==> config.mk <==
export PLATFORM = sky130hd
export DESIGN_NAME = i2s_rx_param
export DESIGN_NICKNAME = d
export VERILOG_FILES = /design/src/rtl/i2s_pkg.sv /design/src/rtl/i2s_slot_shifter.sv /design/src/rtl/i2s_rx_param.sv
export SDC_FILE = /design/constraint.sdc
export NUM_CORES = 1
export LEC_CHECK = 0
export BUFFER_PORTS_ARGS = -buffer_cell sky130_fd_sc_hd__clkbuf_2
export CORE_MARGIN = 1.5
export CORE_UTILIZATION = 28
export DETAILED_ROUTE_END_ITERATION = 8
export GPL_ROUTABILITY_DRIVEN = 0
export GPL_TIMING_DRIVEN = 1
export PLACE_DENSITY = 0.43
export SYNTH_ARGS = -nofsm -noshare
export SYNTH_HDL_FRONTEND = slang
export SYNTH_HIERARCHICAL = 1
export SYNTH_SLANG_ARGS = --single-unit
==> constraint.sdc <==
create_clock -name sck -period 3 [get_ports sck]
set_clock_uncertainty 0.15 [all_clocks]
set_input_delay 0.15 -clock sck [delete_from_list [all_inputs] [get_ports sck]]
set_output_delay 0.15 -clock sck [all_outputs]
set_load 0.02 [all_outputs]
==> src/rtl/i2s_pkg.sv <==
// i2s_pkg: shared constants and types for the I2S receiver.
//   MODE_I2S / MODE_LJ : slot alignment encodings for the MODE parameter
//   OUT_W              : width of the formatted output samples
//   frame_st_t         : framing state (hunting for alignment, in left slot, in right slot)
package i2s_pkg;
    localparam int OUT_W    = 32;
    localparam int MODE_I2S = 0;
    localparam int MODE_LJ  = 1;
    typedef enum logic [1:0] {ST_HUNT, ST_LEFT, ST_RIGHT} frame_st_t;
endpackage

==> src/rtl/i2s_slot_shifter.sv <==
// i2s_slot_shifter: collects one slot MSB-first and presents it formatted to OUT_W bits.
//   sck   : bit clock
//   rst_n : synchronous active-low reset
//   start : slot-start strobe; the sd bit on this edge becomes the new slot MSB
//   sd    : serial data
//   slot  : current (closing) slot, unreceived LSBs zero, MSB-aligned or sign-extended
//   full  : DATA_W bits have been received for the current slot
module i2s_slot_shifter
    import i2s_pkg::*;
#(
    parameter int DATA_W   = 24,
    parameter int SIGN_EXT = 0
) (
    input  logic             sck,
    input  logic             rst_n,
    input  logic             start,
    input  logic             sd,
    output logic [OUT_W-1:0] slot,
    output logic             full
);
    localparam int CW  = $clog2(DATA_W + 1);
    localparam int PAD = OUT_W - DATA_W;

    logic [DATA_W-1:0]       word;
    logic [CW-1:0]           cnt;
    logic [OUT_W-1:0]        msb_al;
    logic signed [OUT_W-1:0] ext;

    // Bits land at their final position, so a short slot is already zero-filled.
    always_ff @(posedge sck) begin
        if (!rst_n) begin
            word <= '0;
            cnt  <= '0;
        end else if (start) begin
            word <= DATA_W'(sd) << (DATA_W - 1);
            cnt  <= CW'(1);
        end else if (!full) begin
            word <= word | (DATA_W'(sd) << (CW'(DATA_W - 1) - cnt));
            cnt  <= cnt + 1'b1;
        end
    end

    assign full   = cnt == CW'(DATA_W);
    assign msb_al = OUT_W'(word) << PAD;
    // Separate signed net keeps the shift arithmetic regardless of the mux context.
    assign ext    = $signed(msb_al) >>> PAD;
    assign slot   = SIGN_EXT != 0 ? $unsigned(ext) : msb_al;
endmodule

==> src/rtl/i2s_rx_param.sv <==
// i2s_rx_param: I2S / left-justified receiver with frame lock and valid/ready output.
//   sck        : bit clock, all logic on posedge
//   rst_n      : synchronous active-low reset
//   ws         : word select (0 left, 1 right)
//   sd         : serial data, MSB first
//   data_left  : left sample of the last committed frame
//   data_right : right sample of the last committed frame
//   out_valid  : committed frame pending
//   out_ready  : consumer accepts the pending frame
//   overrun    : pulse when a pending frame is overwritten
//   short_err  : pulse when a slot closes short, or a right slot closes without its left
//   locked     : frame alignment acquired
module i2s_rx_param
    import i2s_pkg::*;
#(
    parameter int DATA_W   = 24,
    parameter int MODE     = 0,
    parameter int SIGN_EXT = 0
) (
    input  logic             sck,
    input  logic             rst_n,
    input  logic             ws,
    input  logic             sd,
    output logic [OUT_W-1:0] data_left,
    output logic [OUT_W-1:0] data_right,
    output logic             out_valid,
    input  logic             out_ready,
    output logic             overrun,
    output logic             short_err,
    output logic             locked
);
    logic             wsd, wsdd, start, side, full, commit, hold, err;
    logic [OUT_W-1:0] slot, left_hold;
    frame_st_t        st, st_n;

    // In I2S mode the MSB trails the ws transition by one bit clock.
    assign start  = MODE == MODE_LJ ? ws != wsd : wsd != wsdd;
    assign side   = MODE == MODE_LJ ? ws : wsd;
    assign locked = st != ST_HUNT;

    i2s_slot_shifter #(.DATA_W(DATA_W), .SIGN_EXT(SIGN_EXT)) u_shift (
        .sck   (sck),
        .rst_n (rst_n),
        .start (start),
        .sd    (sd),
        .slot  (slot),
        .full  (full)
    );

    always_ff @(posedge sck) begin
        if (!rst_n) st <= ST_HUNT;
        else        st <= st_n;
    end

    // A slot start of side s closes the slot of side !s.
    always_comb begin
        st_n   = st;
        commit = 1'b0;
        hold   = 1'b0;
        err    = 1'b0;
        case (st)
            ST_HUNT:  st_n = start && !side ? ST_LEFT : ST_HUNT;
            ST_LEFT:  if (start) begin
                hold = side;
                err  = side ? !full : 1'b1;
                st_n = side ? ST_RIGHT : ST_LEFT;
            end
            ST_RIGHT: if (start) begin
                commit = !side;
                hold   = side;
                err    = !full;
                st_n   = side ? ST_RIGHT : ST_LEFT;
            end
            default:  st_n = ST_HUNT;
        endcase
    end

    always_ff @(posedge sck) begin
        if (!rst_n) begin
            wsd        <= 1'b0;
            wsdd       <= 1'b0;
            left_hold  <= '0;
            data_left  <= '0;
            data_right <= '0;
            out_valid  <= 1'b0;
            overrun    <= 1'b0;
            short_err  <= 1'b0;
        end else begin
            wsd       <= ws;
            wsdd      <= wsd;
            short_err <= err;
            overrun   <= commit && out_valid && !out_ready;
            if (hold) left_hold <= slot;
            if (commit) begin
                data_left  <= left_hold;
                data_right <= slot;
                out_valid  <= 1'b1;
            end else if (out_ready) begin
                out_valid <= 1'b0;
            end
        end
    end
endmodule

Word-level counts from Yosys, hierarchy flattened:

Cells that the tools add are included.

* reduce and logical (&&, ||, !) cells: 11
* eq/ne operators: 6
* bitwise operators: 2
* shift-type cells: 1
* add/sub/neg operators: 2
* multiplexer cells: 18

Operators by type and width (number)
* $mux W24: 2
* $or A24 B24 Y24: 1
* $shl A1 B5 Y24: 1
* $mux W1: 12
* $add A5 B1 Y5 const B: 1
* $eq A5 B5 Y1 const B: 1
* $sub A5 B5 Y5 const A: 1
* $mux W2: 2
* $pmux W2 S2: 1
* $reduce_bool A2 Y1: 2
* $reduce_or A2 Y1: 2
* $logic_and A1 B1 Y1: 3
* $logic_not A1 Y1: 3
* $eq A2 B1 Y1 const B: 1
* $eq A2 B2 Y1 const B: 1
* $logic_not A2 Y1: 1
* $ne A2 B1 Y1 const B: 1
* $ne A2 B2 Y1 const B: 1
* $pmux W1 S2: 1
* $ne A1 B1 Y1: 1
* $not A1 Y1: 1

* input port bits: 5
* word-level logic and storage cells: 53
* flip-flop bits (word level): 108
* output and inout bits: 68

Depth between registers and ports, before layout:

Gate-level depths: netlist of the first run.

* depth after elaboration: 5
* depth in mapped cells: 7
* depth with buffers taken out: 6

By module:

Netlist of the first run, hierarchy kept.

By module, submodules not included
* i2s_rx_param: times used 1, area an instance 3844.9 sq um, cells each 453, seq. area each 2062.0 sq um
* i2s_slot_shifter: times used 1, area an instance 1131.1 sq um, cells each 125, seq. area each 580.6 sq um

Least setup slack after synthesis of the first run:

OpenSTA, ideal clock, no wires.

* path type: register to register
* start: reg wsdd
* end: reg u_shift.cnt[4]
* stages on the path, launching flop included: 8
* period minus slack after synthesis: 1.615 ns
* path slack: 1.385 ns
* setup time: 0.128 ns
* data arrival time: 1.337 ns
* path buffers: 1
* data required time: 2.722 ns
* cell sequence: dfxtp_1 > inv_1 > ha_1 > inv_1 > inv_1 > nand2_1 > clkbuf_1 > nor2_1

* word-level cells in the longest chain between the ends: 2

Ends and longest elaborated chain
* start, declared: line i2s_rx_param.sv:32 `logic wsd, wsdd, start, side, full, commit, hold, err;`
* start signal, assigned: line i2s_rx_param.sv:90 `wsdd <= wsd;`
* $ne A1 B1 Y1: line i2s_rx_param.sv:37 `assign start = MODE == MODE_LJ ? ws != wsd : wsd != wsdd;`
* via start: line i2s_rx_param.sv:32
* $reduce_or A2 Y1 (no line)
* end signal, assigned: line i2s_slot_shifter.sv:39 `cnt <= cnt + 1'b1;`
* end, declared: line i2s_slot_shifter.sv:25 `logic [CW-1:0] cnt;`

The timed path passes the listed nets, and every way through them passes these cells.
A chain may end at the register's enable or synchronous reset.

Worst setup path in the final report of the first run:

* start: reg wsdd
* end: reg u_shift.cnt[2]

Same word-level chain as after synthesis.

==> results of run 1 <==
-- per-stage QoR --
stage | worst slack (ns) | hold slack (ns) | instances | total power [mW] | utilization, %
final | 0.967 | 0.138 | 879 | 3.94 | 34.7
after global routing | 0.814 | 0.168 | 879 | 4.09 | 34.7
after CTS | 0.985 | 0.128 | 879 | 4.00 | 34.7
after detailed placement | 0.978 | 0.245 | 842 | 1.91 | 31.0
after global placement | 1.07 | 0.243 | 842 | 1.91 | 31.0
after floorplan | 1.39 | 0.122 | 585 | 1.90 | -
-- metal layers --
layer  track usage, %  part of all wire (%)
met5                0                     0
met3             3.91                   4.1
met2             19.4                    43
met4             6.15                   1.7
met1             18.1                    51
-- logic make-up after synthesis --
kind of cell / count (synthesis) / share of synthesized area [%]
and+or+nand+nor: 248 / 20.5
DFF: 132 / 53.1
AOI/OAI and AO/OA: 129 / 15.9
buffers and inverters: 57 / 7.97
adders and majority gates: 7 / 1.76
xor gates and xnor gates: 4 / 0.704
other: 1 / 0.0754
-- registers in the layout (all words and copies together) (netlist names) --
signal        flops
overrun           1
u_shift/cnt       5
left_hold        32
out_valid         1
wsdd              1
st                2
u_shift/word     24
short_err         1
data_right       32
data_left        32
side              1
-- final cells by class --
class                   count  area [sq um]  area share, %
clock buffers              22           454           7.55
multi-input cells         396          1970           32.7
clock inverters            10           131           2.18
well taps                 225           282           4.68
flip-flops and latches    132          2640           43.9
repair buffers             84           500           8.32
inverters                  10          38.8          0.645
-- path summary, 6_finish.rpt --
| check | depth (start not counted) | endpoint | slack [ns] | startpoint |
|---|---|---|---|---|
| hold reg to reg | 2 | data_left[27] | 0.30 | data_left[27] |
| hold / removal | 4 | u_shift/word[13] | 0.14 | sd |
| setup / recovery | 6 | u_shift/cnt[2] | 0.97 | wsdd |
| setup reg to reg | 6 | u_shift/cnt[2] | 0.97 | wsdd |
-- worst max-delay path, stage by stage (launching register included) --
cell,delay (ns)
dfxtp_1,0.33
inv_1,0.05
ha_1,0.34
inv_1,0.06
inv_1,0.10
nand2_1,0.55
nor3_1,0.36
-- power by group through the flow --
stage | clock [mW] | sequential, mW | combinational (mW)
2_1_floorplan | 0 | 1.81 | 0.0880
3_3_place_gp | 0 | 1.81 | 0.0990
3_5_place_dp | 0 | 1.81 | 0.101
4_1_cts | 2.12 | 1.77 | 0.107
5_1_grt | 2.19 | 1.78 | 0.119
6_report | 2.05 | 1.78 | 0.108
-- cells in the final DEF, fill, tap and decap left out, types with 3 or more instances in the layout --
| master | instances |
|---|---|
| a21oi_1 | 88 |
| a21oi_2 | 36 |
| buf_12 | 3 |
| buf_4 | 4 |
| bufinv_16 | 3 |
| clkbuf_1 | 4 |
| clkbuf_16 | 17 |
| clkbuf_2 | 72 |
| clkinv_2 | 6 |
| conb_1 | 8 |
| dfxtp_1 | 132 |
| dlygate4sd3_1 | 5 |
| ha_1 | 7 |
| inv_1 | 9 |
| nand2_1 | 197 |
| nor2_1 | 27 |
| nor3_1 | 4 |
| nor3b_1 | 4 |
==> impl_metrics.py, run 1 <==
metrics = {
    "yosys": {
        "yosys.cell_types.count": 34,
        "synth_common_cells": "nand2_1, dfxtp_1, a21oi_1",
        "post-synth-top-count-cell": "nand2_1",
        "sequential_cell_area_fraction_in_the_yosys_report_pct": 53.1,
        "ys_seq_elements": 132,
        "synth_ff_type": "dfxtp_1",
        "yosysWarnings": 6,
        "synth.top_cells.by_area": "dfxtp_1, nand2_1, a21oi_1",
        "synth_edf_count": 0,
        "post_synthesis_instance_total": 578,
        "synth.cell_area_sq_um": 4980,
        "mean_syn_cell_area_sq_um": 8.61,
        "synth_top_area_share_pct": 53.1,
        "asyncSetResetFlopFracSynth_pct": 0,
        "post-synth-top-area-cell": "dfxtp_1",
    },
    "cells_and_area": {
        "flow.area_growth_from_synthesis_pct": 20.9,
        "antennaDiodeCount": 0,
        "finish.net_count": 653,
        "final_cell_area_sq_um": 6020,
        "filler_cell_count": 1837,
        "final_layout_size_suffix_gt1_share_pct": 23.1,
    },
    "power": {
        "ir_drop_mv": 0.361,
        "power.internal_mw": 3.12,
        "netSwitchingPower_mw": 0.820,
        "power_per_cell_area_nw_per_um2": 655,
        "share_seq_of_total_power_pct": 45.1,
        "power_leakage_nw": 2.20,
        "power_frac_clock_pct": 52.2,
        "pwr-share-comb_pct": 2.7,
        "netSwitchingFraction_pct": 20.8,
    },
    "sta": {
        "timing_hold_violations_final": 0,
        "grt_setup_unrepaired": "false",
        "maxClockFrequency_ghz": 0.492,
        "setup_viol_count_final": 0,
        "drv_slew": 0,
        "finalCritPeriodShare_pct": 67.8,
        "post-route-min-period_ns": 2.03,
        "worstMarginPinSlew_ns": 0.941,
        "setup_tns_ns": 0,
        "worst_rel_slew_slack_pct": 37.1,
    },
    "clock_tree": {
        "postCtsResizedCells": 0,
        "root_buffer": "clkbuf_16",
        "cts_sinks": 132,
        "total_cts_buffers": 17,
        "post-cts-setup-buffer-count": 0,
        "clk_latency_ns": 0.42,
        "holdBufCountCts": 5,
        "ctsLongestPathBuffers": 2,
        "htree_levels": 4,
        "clk_pin_slew_ns": 0.06,
        "cts_tree": "yes",
    },
    "grt": {
        "grt_overflow_total": 0,
        "pin_count_of_the_biggest_net_entering_global_routing": 39,
        "number_of_global_route_vias_before_repair": 3717,
        "grt_use_total_pct": 13.4,
        "grt_first_pass_wirelength_mm": 19.2,
        "grt_antenna_before_repair": 0,
    },
    "detailed_routing": {
        "vias": 3903,
        "drt_iter0_drc": 180,
        "post-route-drc-count": 0,
        "wl_mm": 11.7,
        "routedWlPerCell_um": 13.3,
        "detailedRoute.firstPassIterationCount": 5,
        "antenna_violating_nets_post_route": 0,
        "routed_via_density": 4.44,
    },
    "worst_setup_path": {
        "worst_setup_path_start_kind": "flip-flop",
        "path_max_fanout": 27,
        "path_class": "flip-flop to flip-flop",
        "setup.worst_path.end_class": "flip-flop",
        "crit_arrival_ns": 2.21,
        "worst_ep_required_time_ns": 3.18,
    },
    "run": {
        "drv.max_cap_violation_count": 0,
    },
    "floorplanning": {
        "top_level_ports": 73,
        "die_w_um": 136,
        "fp.coreArea_sq_um": 17400,
        "die_height_um": 136,
        "die-area_sq_um": 18600,
        "floorplan.initialDensity_pct": 28.7,
        "num_rows": 48,
    },
    "placement": {
        "placedInstanceArea_sq_um": 5380,
        "port_buffer_count": 72,
        "detailedPlacementHpwl_mm": 7.93,
    },
    "status": {
        "outcome": "finished, final reports clean",
    },
    "hold_path": {
        "worst_hold_path_type": "input port to flip-flop",
    },
}
No activity file was read; power rests on OpenSTA's default activity.
==> run 2, diff against run 1 <==
PLACE_DENSITY = 0.45   (was 0.43)
clock period = 1.64 ns   (was 3 ns; I/O delays follow)
==> impl_metrics.py, run 2 (synthesis results as in run 1) <==
metrics = {
    "detailed_routing": {
        "post-route-drc-count": 0,
        "drt_iter0_drc": 196,
        "wl_mm": 12.2,
        "routed_via_density": 4.42,
        "detailedRoute.firstPassIterationCount": 4,
        "routedWlPerCell_um": 13.7,
        "antenna_violating_nets_post_route": 0,
        "vias": 3941,
    },
    "cells_and_area": {
        "final_layout_size_suffix_gt1_share_pct": 26.0,
        "filler_cell_count": 1791,
        "layoutNonFillerInstCount": 891,
        "antennaDiodeCount": 0,
        "most_frequent_cells_in_the_layout": "nand2_1, dfxtp_1, a21oi_1, clkbuf_2, a21oi_2",
        "postLayoutCoreUtil_pct": 36.4,
        "finish.net_count": 665,
        "flow.area_growth_from_synthesis_pct": 26.9,
        "largestRegisters": "data_left x32, data_right x32, left_hold x32",
        "final_common_cell": "nand2_1",
    },
    "clock_tree": {
        "cts_sinks": 132,
        "htree_levels": 4,
        "root_buffer": "clkbuf_16",
        "clk_latency_ns": 0.41,
        "total_cts_buffers": 17,
        "ctsLongestPathBuffers": 2,
        "clk_pin_slew_ns": 0.06,
        "cts_tree": "yes",
        "post-cts-setup-buffer-count": 0,
    },
    "worst_setup_path": {
        "critical-path-slowest-cell": "dfxtp_1",
        "slowest_delay_ns": 0.31,
        "path_max_fanout": 23,
        "worst_ep_required_time_ns": 1.83,
        "worst_path_cell_trace": "inv_1 -> ha_2 -> and2_4 -> clkbuf_16 -> nand2_1 -> a21oi_1",
        "critPathBufInv": 2,
        "crit_arrival_ns": 1.77,
        "worst_setup_path_start_kind": "flip-flop",
        "path_class": "flip-flop to flip-flop",
        "critical_path.top_delay_family": "buffers and inverters",
        "setup.worst_path.end_class": "flip-flop",
    },
    "power": {
        "power_per_cell_area_nw_per_um2": 1180,
        "power_leakage_nw": 2.34,
        "ir_drop_mv": 0.674,
    },
    "placement": {
        "place_inst": 851,
        "port_buffer_count": 72,
        "detailedPlacementHpwl_mm": 7.95,
    },
    "sta": {
        "post-route-min-period_ns": 1.58,
        "drv_slew": 0,
        "setup_viol_count_final": 0,
        "timing_hold_violations_final": 0,
        "worst_rel_slew_slack_pct": 65.2,
        "worstMarginPinSlew_ns": 0.521,
        "finalCritPeriodShare_pct": 96.3,
        "grt_setup_unrepaired": "true",
        "maxClockFrequency_ghz": 0.633,
    },
    "floorplanning": {
        "num_rows": 48,
        "top_level_ports": 73,
        "die_height_um": 136,
        "die_w_um": 136,
        "fp.coreArea_sq_um": 17400,
        "floorplan.initialDensity_pct": 28.7,
        "die-area_sq_um": 18600,
    },
    "grt": {
        "grt_first_pass_wirelength_mm": 18.8,
        "number_of_global_route_vias_before_repair": 3757,
        "pin_count_of_the_biggest_net_entering_global_routing": 48,
        "grt_antenna_before_repair": 0,
        "grt_overflow_total": 0,
        "grt_use_total_pct": 13.2,
    },
    "hold_path": {
        "worst_hold_path_type": "flip-flop to flip-flop",
    },
    "run": {
        "drv.max_cap_violation_count": 0,
    },
    "status": {
        "outcome": "finished, final reports clean",
    },
}
-- run 2: power by group --
group / switching [mW] / internal (mW)
Sequential: 0.0180 / 3.23
Clock: 1.33 / 2.62
Combinational: 0.147 / 0.0931
-- run 2: routing by layer --
metal | track usage, % | vias up | wire [um]
met5 | 0 | - | 0
met4 | 5.67 | 0 | 132
li1 | - | 2005 | -
met1 | 16.8 | 1837 | 5920
met2 | 20.4 | 89 | 5590
met3 | 4.25 | 10 | 572
-- run 2: final cells by class --
cell class	count	area [sq um]	share of cell area, %
repair buffers	96	709	11.2
clock inverters	8	120	1.90
multi-input cells	396	2010	31.8
well taps	225	282	4.46
clock buffers	24	512	8.11
flip-flops and latches	132	2640	41.9
inverters	10	38.8	0.614
-- run 2: per-stage QoR --
step / TNS, ns / area [sq um] / power [mW] / worst slack [ns] / hold slack, ns
after CTS: 0 / 6190 / 7.51 / 0.0483 / 0.302
after floorplan: 0 / 5000 / 3.47 / 0.0251 / 0.0537
after detailed placement: 0 / 5510 / 3.53 / 0.0625 / 0.147
final: 0 / 6310 / 7.44 / 0.0615 / 0.301
after global routing: -0.274 / 6310 / 7.71 / -0.0391 / 0.317
after global placement: 0 / 5510 / 3.53 / 0.0918 / 0.139
-- run 2: worst register-to-register path, delay by kind of cell, from the launching register on --
kind                     cells  cell delay, ns
AO/OA/AOI/OAI                1            0.13
adder cells (fa/ha/maj)      1            0.27
buffers and inverters        2            0.37
flip-flops                   1            0.31
AND/OR/NAND/NOR              2            0.29
-- run 2: timing repair --
item                       4_1_cts  5_1_grt
resized for setup                0       11
hold buffers                     5        0
hold endpoints to repair        10        0
setup endpoints to repair        0       58
-- run 2: final timing paths --
path,from,end,slack [ns],cells past startpoint
setup / recovery,st[0],data_right[31],0.06,6
hold / removal,data_left[28],data_left[28],0.30,2
setup reg to reg,st[0],data_right[31],0.06,6
hold reg to reg,data_left[28],data_left[28],0.30,2
==> run 3, diff against run 2 <==
PLACE_DENSITY = 0.43   (was 0.45)
clock period = 2 ns   (was 1.64 ns; I/O delays follow)
==> impl_metrics.py, run 3 (synthesis results as in run 1) <==
metrics = {
    "power": {
        "netSwitchingPower_mw": 1.20,
        "power.internal_mw": 4.48,
        "pwr-share-comb_pct": 2.9,
        "power_frac_clock_pct": 50.2,
        "power_per_cell_area_nw_per_um2": 948,
        "total_power_mw": 5.68,
        "netSwitchingFraction_pct": 21.1,
        "share_seq_of_total_power_pct": 46.9,
        "power_leakage_nw": 2.18,
        "ir_drop_mv": 0.540,
    },
    "clock_tree": {
        "root_buffer": "clkbuf_16",
        "clk_pin_slew_ns": 0.05,
        "htree_levels": 4,
        "cts_tree": "yes",
        "ctsLongestPathBuffers": 2,
        "cts_sinks": 132,
        "clk_latency_ns": 0.42,
        "post-cts-setup-buffer-count": 0,
        "total_cts_buffers": 17,
    },
    "cells_and_area": {
        "final_common_cell": "nand2_1",
        "finish.net_count": 656,
        "final_layout_size_suffix_gt1_share_pct": 22.9,
        "most_frequent_cells_in_the_layout": "nand2_1, dfxtp_1, a21oi_1, clkbuf_2, a21oi_2",
        "largestRegisters": "data_left x32, data_right x32, left_hold x32",
        "filler_cell_count": 1850,
        "flow.area_growth_from_synthesis_pct": 20.3,
        "layoutNonFillerInstCount": 879,
        "antennaDiodeCount": 0,
    },
    "grt": {
        "grt_first_pass_wirelength_mm": 18.7,
        "use_met3_pct": 4.18,
        "pin_count_of_the_biggest_net_entering_global_routing": 44,
        "grt_use_total_pct": 13.2,
        "grt.met1_usage_pct": 18.0,
        "number_of_global_route_vias_before_repair": 3603,
        "grt_overflow_total": 0,
        "globalRoute.busiestLayer": "met2",
        "groute.layer.met2.usage_pct": 19.0,
        "grt_antenna_before_repair": 0,
    },
    "detailed_routing": {
        "vias": 3824,
        "post-route-drc-count": 0,
        "routedWlPerCell_um": 13.1,
        "wl_mm": 11.5,
        "antenna_violating_nets_post_route": 0,
        "detailedRoute.firstPassIterationCount": 4,
        "drt_iter0_drc": 227,
        "routed_via_density": 4.35,
    },
    "worst_setup_path": {
        "path_max_fanout": 5,
        "critical_path.top_delay_family": "buffers and inverters",
        "path_class": "flip-flop to flip-flop",
        "worst_path_cell_trace": "inv_1 -> ha_1 -> inv_1 -> inv_1 -> o21ai_0 -> dlygate4sd3_1 -> a21oi_1",
        "setup.worst_path.end_class": "flip-flop",
        "critical_path.most_common_cell": "inv_1",
        "slowest_delay_ns": 0.57,
        "regToRegSetupSlack_ns": 0.11,
        "worst_setup_path_start_kind": "flip-flop",
        "critPathBufInv": 4,
        "critical-path-slowest-cell": "dlygate4sd3_1",
        "crit_arrival_ns": 2.04,
        "worst_ep_required_time_ns": 2.16,
    },
    "placement": {
        "detailedPlacementHpwl_mm": 7.83,
        "port_buffer_count": 72,
        "place_inst": 845,
    },
    "floorplanning": {
        "floorplan.initialDensity_pct": 28.7,
        "die-area_sq_um": 18600,
        "die_w_um": 136,
        "die_height_um": 136,
        "top_level_ports": 73,
        "fp.coreArea_sq_um": 17400,
        "num_rows": 48,
    },
    "sta": {
        "worstMarginPinSlew_ns": 0.524,
        "post-route-min-period_ns": 1.89,
        "drv_slew": 0,
        "setup_viol_count_final": 0,
        "grt_setup_unrepaired": "false",
        "timing_hold_violations_final": 0,
        "finalCritPeriodShare_pct": 94.3,
        "worst_rel_slew_slack_pct": 65.0,
        "setup_tns_ns": 0,
        "maxClockFrequency_ghz": 0.530,
    },
    "hold_path": {
        "worst_hold_path_type": "input port to flip-flop",
    },
    "status": {
        "outcome": "finished, final reports clean",
    },
    "run": {
        "drv.max_cap_violation_count": 0,
    },
}
[run 3: worst register-to-register path, stage by stage, from the launching register on]
cell and delay, ns:
dfxtp_1 0.34, inv_1 0.05, ha_1 0.35, inv_1 0.08, inv_1 0.06, o21ai_0 0.15, dlygate4sd3_1 0.57, a21oi_1 0.04
[run 3: final cells by class]
cell class	instances	area, sq um	share of cell area [%]
multi-input cells	396	1970	32.8
clock buffers	25	485	8.11
well taps	225	282	4.70
flip-flops and latches	132	2640	44.1
repair buffers	87	523	8.73
clock inverters	4	50.0	0.836
inverters	10	38.8	0.648
[run 3: what timing repair did]
action                    CTS  global route
hold endpoints to repair    8             0
hold buffers                5             0
resized for setup           0             0
[run 3: worst paths after layout]
path         cells after the start     startpoint          endpoint
min reg2reg                      2  left_hold[31]     data_left[31]
max reg2reg                      7           wsdd  u_shift/word[23]
min                              4             sd   u_shift/word[5]
max                              7           wsdd  u_shift/word[23]
[run 3: power by group through the flow]
stage / Combinational, mW / Sequential [mW] / Clock, mW
2_1_floorplan: 0.132 / 2.71 / 0
3_3_place_gp: 0.154 / 2.72 / 0
3_5_place_dp: 0.156 / 2.72 / 0
4_1_cts: 0.165 / 2.66 / 2.95
5_1_grt: 0.182 / 2.66 / 3.06
6_report: 0.165 / 2.66 / 2.85
[run 3: through the flow]
stage	worst slack, ns	cell area (sq um)	utilization (%)	hold slack [ns]
detailed placement	0.348	5400	31.1	0.165
global placement	0.405	5400	31.1	0.174
floorplan	0.385	5000	-	0.0717
finish	0.113	5990	34.5	0.0820
global route	0.0147	5990	34.5	0.0993
CTS	0.139	5990	34.5	0.0659
[run 3: routing by layer]
layer | wire (um) | part of all wire (%)
met5 | 0 | 0
met4 | 189 | 1.6
met1 | 5860 | 51
met3 | 549 | 4.8
met2 | 4950 | 43
